`src/rtl/start_token_fifo_ctrl_pkg.sv`:
```
// Shared helpers for the start-token FIFO: ap_fifo handshake qualifiers and
// occupancy width derivation.
package start_token_fifo_ctrl_pkg;

  // Occupancy needs one bit more than the SRL address to represent DEPTH.
  function automatic int occ_w(input int addr_w);
    return addr_w + 1;
  endfunction

  function automatic logic push_ok(input logic wr, input logic ce, input logic full_n);
    return wr & ce & full_n;
  endfunction

  function automatic logic pop_ok(input logic rd, input logic ce, input logic empty_n);
    return rd & ce & empty_n;
  endfunction

endpackage

```
`src/rtl/start_token_srl.sv`:
```
// DEPTH-entry shift-register storage: newest entry at index 0, oldest at the
// highest occupied index. Contents are not reset.
module start_token_srl #(
  parameter int DATA_WIDTH = 1,
  parameter int ADDR_WIDTH = 1,
  parameter int DEPTH      = 2
) (
  input  logic                  clk,
  input  logic                  we,
  input  logic [ADDR_WIDTH-1:0] addr,
  input  logic [DATA_WIDTH-1:0] din,
  output logic [DATA_WIDTH-1:0] dout
);

  logic [DATA_WIDTH-1:0] mem [DEPTH];

  always_ff @(posedge clk) begin
    if (we) begin
      mem[0] <= din;
      for (int i = 1; i < DEPTH; i++) mem[i] <= mem[i-1];
    end
  end

  assign dout = mem[addr];

endmodule

```
`src/rtl/start_token_fifo_ctrl.sv`:
```
// ap_fifo control wrapper around the start-token SRL: occupancy, registered
// full/empty flags and fall-through read addressing.
module start_token_fifo_ctrl
  import start_token_fifo_ctrl_pkg::*;
#(
  parameter  int DATA_WIDTH = 1,
  parameter  int ADDR_WIDTH = 1,
  parameter  int DEPTH      = 2,
  localparam int OCC_W      = occ_w(ADDR_WIDTH)
) (
  input  logic                  clk,
  input  logic                  reset,
  output logic                  if_full_n,
  input  logic                  if_write_ce,
  input  logic                  if_write,
  input  logic [DATA_WIDTH-1:0] if_din,
  output logic                  if_empty_n,
  input  logic                  if_read_ce,
  input  logic                  if_read,
  output logic [DATA_WIDTH-1:0] if_dout,
  output logic [OCC_W-1:0]      if_num_data_valid,
  output logic [OCC_W-1:0]      if_fifo_cap
);

  logic [OCC_W-1:0]      cnt, cnt_next;
  logic [ADDR_WIDTH-1:0] addr;
  logic                  push, pop;

  // Flags are registered, so push/pop qualify only on already-registered state.
  assign push = push_ok(if_write, if_write_ce, if_full_n);
  assign pop  = pop_ok(if_read, if_read_ce, if_empty_n);

  always_comb begin
    cnt_next = cnt;
    if (push && !pop)      cnt_next = cnt + OCC_W'(1);
    else if (pop && !push) cnt_next = cnt - OCC_W'(1);
  end

  always_ff @(posedge clk) begin
    if (reset) begin
      cnt        <= '0;
      if_empty_n <= 1'b0;
      if_full_n  <= 1'b1;
    end else begin
      cnt        <= cnt_next;
      if_empty_n <= (cnt_next != '0);
      if_full_n  <= (cnt_next != OCC_W'(DEPTH));
    end
  end

  // Head sits at cnt-1; on push+pop the shift moves the next-oldest into it.
  assign addr = (cnt != '0) ? ADDR_WIDTH'(cnt - OCC_W'(1)) : '0;

  start_token_srl #(
    .DATA_WIDTH(DATA_WIDTH),
    .ADDR_WIDTH(ADDR_WIDTH),
    .DEPTH     (DEPTH)
  ) u_srl (
    .clk (clk),
    .we  (push),
    .addr(addr),
    .din (if_din),
    .dout(if_dout)
  );

  assign if_num_data_valid = cnt;
  assign if_fifo_cap       = OCC_W'(DEPTH);

endmodule

```
`config.mk`:
```
export PLATFORM = sky130hd
export DESIGN_NAME = start_token_fifo_ctrl
export DESIGN_NICKNAME = d
export VERILOG_FILES = /design/src/rtl/start_token_fifo_ctrl_pkg.sv /design/src/rtl/start_token_srl.sv /design/src/rtl/start_token_fifo_ctrl.sv
export SDC_FILE = /design/constraint.sdc
export NUM_CORES = 1
export LEC_CHECK = 0
export BUFFER_PORTS_ARGS = -buffer_cell sky130_fd_sc_hd__buf_2
export CAP_MARGIN = 20
export CORE_AREA = 2 2 39 41
export DETAILED_ROUTE_END_ITERATION = 7
export DIE_AREA = 0 0 41 43
export SLEW_MARGIN = 20
export SYNTH_ARGS = -nofsm -noshare
export SYNTH_HDL_FRONTEND = slang
export SYNTH_SLANG_ARGS = --single-unit
```
`constraint.sdc`:
```
create_clock -name clk -period 3.9 [get_ports clk]
set_input_delay 0.78 -clock clk [delete_from_list [all_inputs] [get_ports clk]]
set_output_delay 0.78 -clock clk [all_outputs]
set_load 0.03 [all_outputs]
```
Word level (Yosys, flattened, before mapping)
Memory sizes are Yosys's and may differ from the RTL's. Cells that the tools add are included.

Memory bits (writable): 2. Register bits: 4. Logic and storage cells: 22. Memories kept: 1. Bits of input ports: 7. Output and inout port bits: 7.

Equal/unequal tests: 1. $add $sub $neg: 2. Bitwise gates (word level): 4. Reduce and logical (&&, ||, !) cells: 6. Multiplexer cells: 5.

Memory list: u_srl.mem (depth 2, bits a word 1, read ports 2, clocked after Yosys merged registers in 0, write ports 2, line start_token_srl.sv:15) `logic [DATA_WIDTH-1:0] mem [DEPTH];`.

Operators by type and width (count): $and A1 B1 Y1 (4); $mux W2 (2); $reduce_bool A2 Y1 (2); $mux W1 (3); $add A2 B1 Y2 const B (1); $logic_and A1 B1 Y1 (2); $logic_not A1 Y1 (2); $ne A2 B2 Y1 const B (1); $sub A2 B1 Y2 const B (1).

Logic depth before layout (Yosys ltp)
Gate-level depths: netlist (run 1).

Depth in word-level cells: 7. Mapped depth: 5.

Cells and area by module
Synthesis (run 1) repeated with hierarchy kept, for this count alone.

Cells, all modules: 34. Area, all modules: 376.6 µm².

Modules (own cells, without submodules): start_token_fifo_ctrl (instances 1, seq. area each 80.1 µm², area an instance 301.5 µm², cells an instance 31); start_token_srl (instances 1, seq. area each 60.1 µm², area an instance 75.1 µm², cells an instance 3).

Worst setup path before layout (run 1)
No wires, ideal clock.

Path type: flip-flop to output port. Start: register cnt[0] (netlist: if_num_data_valid[0]). End: output if_dout. Setup slack: 1.904 ns. Arrival time: 1.216 ns. Path buffers: 0. Stages on the path, launching flop included: 4. Path through: dfxtp_1 inv_1 ha_1 mux2_2.

Word-level cells in the longest chain between the ends: 3.

RTL lines: start: declaration (line start_token_fifo_ctrl.sv:25) `logic [OCC_W-1:0] cnt, cnt_next;`; start signal: assignment (line start_token_fifo_ctrl.sv:45) `cnt <= cnt_next;`; $sub A2 B1 Y2 or $reduce_bool A2 Y1 (tied branches) (line start_token_fifo_ctrl.sv:52) `assign addr = (cnt != '0) ? ADDR_WIDTH'(cnt - OCC_W'(1)) : '0;`; $mux W1 * (line start_token_fifo_ctrl.sv:52); $mem_v2 Z2 W1 *; end: declaration (line start_token_fifo_ctrl.sv:20) `output logic [DATA_WIDTH-1:0] if_dout,`.

Mark *: on every way between the ends. The rest lies on a longest branch, timed or not.

Worst setup path after layout (run 1)
Same ends and word-level chain as after synthesis.

==> results.txt, run 1 <==
Seq/Total Area, Yosys: 0.394
Setup crit start kind: flop
TritonCTS clock tree: done
Layout fillers: 151
Number of synthesized flops with an enable pin: 2
WL final: 563 microns
Status: finished clean
RSZ-0062 raised after global routing: false
Peak supply drop: 132 uV
Net Count, Synth: 42
Vias: 271
Synthesized flop and latch total: 6
Hold endpoint: u_srl.mem[1]
Pre-antenna DRT Iters: 4
Leading area contributor after synthesis: dfxtp_1
Synthesized cell area: 355 sq um
Total track usage: 0.0864
Crit path required time: 3120 ps
Clock Skew: 5.89 ps
Average size of a mapped cell: 10.5 sq um
DRT met1 WL: 260 microns
Syn Inst Count: 34
Antenna viol nets, final: 0
Crit path time final: 2170 ps
Reg clk slew, reported paths: 50 ps
Hold WC Path Type: reg2reg
DP HPWL: 440 microns
Final net count: 55
Via count of the first global-routing pass: 248
H-Tree Depth: 1
Final setup viols: 0
Num ports: 14
Worst Hold Path Cells: 0
CP arrival: 1390 ps
Crit path from: if_num_data_valid[0]
DRC Markers: 0
First-pass GRT wire length: 952 microns
Total negative slack: 0 ps
Number of DRC markers in iteration 0: 2
CTS resizes: 0
Via-to-Cell Ratio: 4.37
Clock sink count: 6
Initial core utilization: 0.257
Routed wire per std cell: 9.08 microns
Async set or reset register ratio after synthesis: 0
Post-synth top area share: 0.225
Reg2reg setup slack: 2480 ps
Core ar.: 1380 sq um
Largest net degree at the start of global routing: 8
Max-cap violations: 0
Die width: 41 microns
IO buf count: 11
Initial antenna violation count: 0
Clock latency on the worst-skew pair: 250 ps
Critical path class: reg2out
Crit. End Element: output pin
Die ar.: 1760 sq um
Reg-to-Reg Start: if_num_data_valid[0]
GP Congestion: 0.707
Synth Flop Type: dfxtp_1
CTS Buf Count: 3
Tcrit/Tclk final: 0.558
Power per cell area: 622 nW/um^2
Fin. Hold Viols: 0
Hold Crit Start: u_srl.mem[0]
GR Overflow Total: 0
Met3 routed WL: 46 microns
Placement Cell Area: 404 sq um
Setup bufs post-CTS: 0
DR WL met2: 229 microns
Die height: 43 microns
Root buf cell: clkbuf_4
Diode count: 0
Layout cells sized above 1: 0.391
Max Transition Viols Final: 0
Clk buf depth: 2
Synth cell types: 22
Top achievable clock speed: 0.460 GHz
Standard-cell rows: 14
Syn. warnings: 0
Design area: 430 sq um
Leak: 0.184 nW
R2R cell count: 5
Top post-synthesis cells by area: dfxtp_1, edfxtp_1, xnor2_4, nand3_4, a211oi_1
Reg2reg end: if_full_n
Hold_buf cts: 0
Top Metal Used: met4
Area Overhead vs Synth: 21.1%
Crit Path Max Fanout: 6
## synthesized netlist by cell type, types with 2 or more instances
| master | number |
|---|---|
| a211oi_1 | 2 |
| nand3b_1 | 2 |
| inv_1 | 2 |
| nor2_1 | 2 |
| edfxtp_1 | 2 |
| buf_4 | 2 |
| nor3_1 | 2 |
| conb_1 | 2 |
| o21ai_0 | 2 |
| dfxtp_1 | 4 |
## flip-flops by register name, summed over array words and instances (netlist names)
signal and cells:
if_num_data_valid 2, if_empty_n 1, u_srl.mem 2, if_full_n 1
## how the worst max path moves through the flow
stage	to	cells after the start	slack, ps
2_1_floorplan	if_dout	3	1900
5_1_grt	if_dout	4	1660
3_3_place_gp	if_dout	4	1990
3_5_place_dp	if_dout	4	2000
4_1_cts	if_dout	4	1720
6_report	if_dout	4	1730
## cells by family (layout without fill, tap and decap cells)
kind of cell	count (synthesis)	after routing	share of synthesized area
simple gates	10	10	0.190
compound gates	7	7	0.130
other cells	2	2	0.0211
buf+inv	5	17	0.0951
mux	1	1	0.0317
fa+ha+maj	1	1	0.0352
flops	6	6	0.394
xor+xnor	2	2	0.102
## per-stage QoR
| step | util | setup WS [ps] | power [mW] | hold slack (ps) | instances |
|---|---|---|---|---|---|
| 6_report | 0.311 | 1730 | 0.268 | 464 | 62 |
| 5_1_grt | 0.311 | 1660 | 0.287 | 481 | 62 |
| 4_1_cts | 0.311 | 1720 | 0.270 | 473 | 62 |
| 3_5_place_dp | 0.292 | 2000 | 0.206 | 442 | 58 |
| 3_3_place_gp | 0.292 | 1990 | 0.206 | 438 | 58 |
| 2_1_floorplan | - | 1900 | 0.183 | 422 | 34 |
## layer usage
layer,vias to the layer above,global-route usage
li1,138,-
met5,-,0
met4,0,0.100
met3,4,0.0314
met2,13,0.109
met1,116,0.0968
## layout make-up
type	instances	area, sq um	area share
clock buffer	4	26.3	0.0610
sequential	6	140	0.326
tap	16	20.0	0.0465
multi-input combinational	23	181	0.422
inverter	2	7.51	0.0174
timing repair buffer	11	55.1	0.128
## cells in the final DEF (no fill, tap or decap), drive strengths merged, types with 2 or more instances in the layout
master  instances
and3            2
xnor2           2
clkbuf          4
inv             2
nand3b          2
conb            2
o21ai           3
dfxtp           4
buf            11
nor3            2
edfxtp          2
a211oi          2
nor2            2
## worst max-delay path, cell delays in order, from the launching register on
cell	delay, ps
dfxtp_1	420
inv_1	90
ha_1	210
mux2_2	260
buf_2	170
## report_power, final
part,switching [mW],internal (mW)
Combinational,0.0680,0.0436
Clock,0.0240,0.0389
Sequential,0.0143,0.0788
Total,0.106,0.161
No activity file was read; power rests on OpenSTA's default activity.
==> inputs of run 2 (changes only) <==
Clock period 3.9 ns to 1.9 ns, I/O delays scaled along.
==> results.txt, run 2 (synthesis gave the netlist of run 1 again) <==
Status: finished clean
Peak supply drop: 281 uV (+110%)
WL final: 582 microns (+3.4%)
Layout cells sized above 1: 0.391 (unchanged)
Die height: 43 microns (unchanged)
Clock sink count: 6 (unchanged)
Crit. End Element: output pin
M2 GR Usage: 0.106 (-0.00313)
Vias: 270 (-0.37%)
Max Transition Viols Final: 0 (unchanged)
Worst Hold Path Cells: 1 (+1)
Total track usage: 0.0885 (+0.00210)
First-pass GRT wire length: 945 microns (-0.74%)
Reg2reg setup slack: 480 ps (-2000 ps)
Max-cap violations: 0 (unchanged)
DP HPWL: 443 microns (+0.64%)
Hold_buf cts: 0 (unchanged)
Setup bufs post-CTS: 0 (unchanged)
TritonCTS clock tree: done
Largest net degree at the start of global routing: 8 (unchanged)
R2R cell count: 5 (unchanged)
H-Tree Depth: 1 (unchanged)
Routed wire per std cell: 9.39 microns (+3.4%)
Fin. Hold Viols: 0 (unchanged)
GP Congestion: 0.676 (-4.4%)
Clock latency on the worst-skew pair: 250 ps (about the same)
Setup crit start kind: flop
CP arrival: 1400 ps (about the same)
Pre-antenna DRT Iters: 4 (unchanged)
Via-to-Cell Ratio: 4.35 (-0.37%)
GRT busiest layer: met4
Power per cell area: 1280 nW/um^2 (+110%)
CTS Buf Count: 3 (unchanged)
Top achievable clock speed: 0.563 GHz
Leak: 0.184 nW (unchanged)
Root buf cell: clkbuf_4
Most common cell after layout, fill and taps aside: buf_2
Critical path class: reg2out
Commonest non-fill, non-tap cells in the layout: buf_2, dfxtp_1, clkbuf_4
Num ports: 14 (unchanged)
Total negative slack: 0 ps (unchanged)
GR Util met1: 0.0971 (+0.000313)
Number of DRC markers in iteration 0: 4 (+2)
Layout fillers: 150 (-0.66%)
DRC Markers: 0 (unchanged)
Initial core utilization: 0.257 (unchanged)
Standard-cell rows: 14 (unchanged)
Crit path required time: 1520 ps (-1600 ps)
Global routing usage on met3: 0.0314 (unchanged)
Tcrit/Tclk final: 0.935
Power Total: 551 uW (+110%)
Clock Skew: 5.23 ps (-0.657 ps)
GR Overflow Total: 0 (unchanged)
Clk buf depth: 2 (unchanged)
Final setup viols: 0 (unchanged)
Final net count: 55 (unchanged)
Via count of the first global-routing pass: 238 (-4.0%)
Area Overhead vs Synth: 21.1% (unchanged)
IO buf count: 11 (unchanged)
Antenna viol nets, final: 0 (unchanged)
Reg clk slew, reported paths: 50 ps (about the same)
Initial antenna violation count: 0 (unchanged)
Die width: 41 microns (unchanged)
Hold WC Path Type: in2reg
Diode count: 0 (unchanged)
RSZ-0062 raised after global routing: false
Core ar.: 1380 sq um (unchanged)
Crit path time final: 1780 ps
Die ar.: 1760 sq um (unchanged)
CTS resizes: 0 (unchanged)
Crit Path Max Fanout: 6 (unchanged)
-- run 2: cell counts in the layout (fill, tap and decap cells not counted) --
No cell type changed its count.
-- run 2: worst paths after layout --
kind | start | end
hold reg to reg | u_srl.mem[0] | u_srl.mem[1]
hold / removal | if_din | u_srl.mem[0]
setup reg to reg | if_num_data_valid[0] | if_full_n
setup / recovery | if_num_data_valid[0] | if_dout
-- run 2: layout make-up --
type / instances / area [sq um] / area share
tap: 16 / 20.0 / 0.0465
multi-input combinational: 23 / 181 / 0.422
timing repair buffer: 11 / 55.1 / 0.128
clock buffer: 4 / 26.3 / 0.0610
sequential: 6 / 140 / 0.326
inverter: 2 / 7.51 / 0.0174
-- run 2: layer usage --
metal / share of wire / routed length (microns)
met3: 0.067 / 39
met5: 0 / 0
met4: 0.024 / 14
met1: 0.47 / 271
met2: 0.44 / 257
-- run 2: critical path, cell delays in order (launching register included) --
cell and delay (ps):
dfxtp_1 420, inv_1 90, ha_1 210, mux2_2 260, buf_2 170
-- run 2: per-stage QoR --
stage | hold slack [ps] | worst slack, ps | util | instances | instance area (sq um)
after detailed placement | 442 | 398 | 0.292 | 58 | 404
after CTS | 302 | 113 | 0.311 | 62 | 430
after floorplan | 422 | 304 | - | 34 | 355
after global placement | 438 | 392 | 0.292 | 58 | 404
after global routing | 304 | 40.8 | 0.311 | 62 | 430
final | 305 | 123 | 0.311 | 62 | 430
-- run 2: where the power goes --
part / switching, mW / total (mW) / internal [mW]
Combinational: 0.139 / 0.228 / 0.0896
Sequential: 0.0291 / 0.191 / 0.162
Clock: 0.0516 / 0.131 / 0.0799
Total: 0.220 / 0.551 / 0.331
==> inputs of run 3 (changes only) <==
Settings changed: BUFFER_PORTS_ARGS -buffer_cell sky130_fd_sc_hd__buf_2 to -buffer_cell sky130_fd_sc_hd__clkbuf_2.
==> results.txt, run 3 (synthesis gave the netlist of run 1 again) <==
RSZ-0062 raised after global routing: false
Core ar.: 1380 sq um (unchanged)
Status: finished clean
Hold WC Path Type: in2reg
IO buf count: 11 (unchanged)
First-pass GRT wire length: 952 microns (+0.74%)
Max-cap violations: 0 (unchanged)
Crit Path Max Fanout: 6 (unchanged)
DRC Markers: 0 (unchanged)
Num ports: 14 (unchanged)
Die height: 43 microns (unchanged)
Leak: 0.185 nW (+0.70%)
Via count of the first global-routing pass: 239 (+0.42%)
Crit-path cells: inv_1, ha_1, mux2_2, clkbuf_2
Max Transition Viols Final: 0 (unchanged)
Max incr delay on CP: 420 ps (about the same)
Total negative slack: 0 ps (unchanged)
Power Total: 550 uW (-0.20%)
Die ar.: 1760 sq um (unchanged)
R2R cell count: 5 (unchanged)
Final net count: 55 (unchanged)
Fin. Hold Viols: 0 (unchanged)
Clock latency on the worst-skew pair: 240 ps (about the same)
Reg clk slew, reported paths: 50 ps (about the same)
CP arrival: 1390 ps (about the same)
Clk buf depth: 2 (unchanged)
Peak supply drop: 260 uV (-7.6%)
Layout cells sized above 1: 0.391 (unchanged)
CTS resizes: 0 (unchanged)
Standard-cell rows: 14 (unchanged)
Clock Skew: 0.348 ps (-4.88 ps)
Setup crit start kind: flop
Pre-antenna DRT Iters: 4 (unchanged)
GP Congestion: 0.656 (-3.0%)
Vias: 274 (+1.5%)
Crit path required time: 1520 ps (about the same)
Commonest non-fill, non-tap cells in the layout: clkbuf_2, dfxtp_1, clkbuf_4
Routed wire per std cell: 9.52 microns (+1.4%)
Setup bufs post-CTS: 0 (unchanged)
CTS Buf Count: 3 (unchanged)
Tcrit/Tclk final: 0.933 (-0.00173)
Crit. End Element: output pin
H-Tree Depth: 1 (unchanged)
Initial core utilization: 0.257 (unchanged)
TritonCTS clock tree: done
Via-to-Cell Ratio: 4.42 (+1.5%)
Initial antenna violation count: 0 (unchanged)
Final setup viols: 0 (unchanged)
Top achievable clock speed: 0.564 GHz (+0.19%)
Diode count: 0 (unchanged)
Clock sink count: 6 (unchanged)
Crit-path slowest cell: dfxtp_1
GR Overflow Total: 0 (unchanged)
DP HPWL: 483 microns (+8.9%)
WL final: 590 microns (+1.4%)
Die width: 41 microns (unchanged)
Critical path class: reg2out
Total track usage: 0.0855 (-0.00302)
Antenna viol nets, final: 0 (unchanged)
Hold_buf cts: 0 (unchanged)
Number of DRC markers in iteration 0: 7 (+3)
Area Overhead vs Synth: 21.1% (unchanged)
Crit path time final: 1770 ps (-3.29 ps)
Largest net degree at the start of global routing: 8 (unchanged)
Worst Hold Path Cells: 1 (unchanged)
Power per cell area: 1280 nW/um^2 (-0.20%)
Root buf cell: clkbuf_4
Most common cell after layout, fill and taps aside: clkbuf_2
-- run 3: cell types whose count changed in the layout (fill, tap and decap cells not counted) --
cell      previous run  this run
clkbuf_2             0        11
buf_2               11         0
-- run 3: layer usage --
layer	part of all wire	GRT usage	up-vias
met5	0	0	-
met4	0.025	0.100	0
met3	0.053	0.0157	2
met2	0.46	0.116	10
met1	0.45	0.0971	122
li1	-	-	140
-- run 3: final timing paths --
check,from,to,slack [ps]
hold reg to reg,u_srl.mem[0],u_srl.mem[1],470
hold / removal,if_din,u_srl.mem[0],320
setup / recovery,if_num_data_valid[0],if_dout,130
setup reg to reg,if_num_data_valid[0],if_full_n,480
-- run 3: final cells by class --
class / count / area (sq um)
Fill cell: 147 / 953
Timing Repair Buffer: 11 / 55.1
Sequential cell: 6 / 140
Inverter: 2 / 7.51
Multi-Input combinational cell: 23 / 181
Clock buffer: 4 / 26.3
Tap cell: 16 / 20.0
-- run 3: critical path: cells and delay by family (launching register included) --
family / cells / cell delay [ps]
buf+inv: 2 / 270
mux: 1 / 260
flops: 1 / 420
fa+ha+maj: 1 / 210
-- run 3: through the flow --
| step | cells | util | hold slack, ps | setup slack, ps | cell area (sq um) |
|---|---|---|---|---|---|
| after floorplan | 34 | - | 422 | 304 | 355 |
| after global placement | 58 | 0.292 | 445 | 392 | 404 |
| after detailed placement | 58 | 0.292 | 452 | 385 | 404 |
| after CTS | 62 | 0.311 | 313 | 116 | 430 |
| after global routing | 62 | 0.311 | 320 | 24.0 | 430 |
| final | 62 | 0.311 | 316 | 127 | 430 |
-- run 3: power by group --
group	switching, mW	internal (mW)	total (mW)
sequential	0.0308	0.162	0.192
clock	0.0494	0.0798	0.129
combinational	0.139	0.0888	0.228
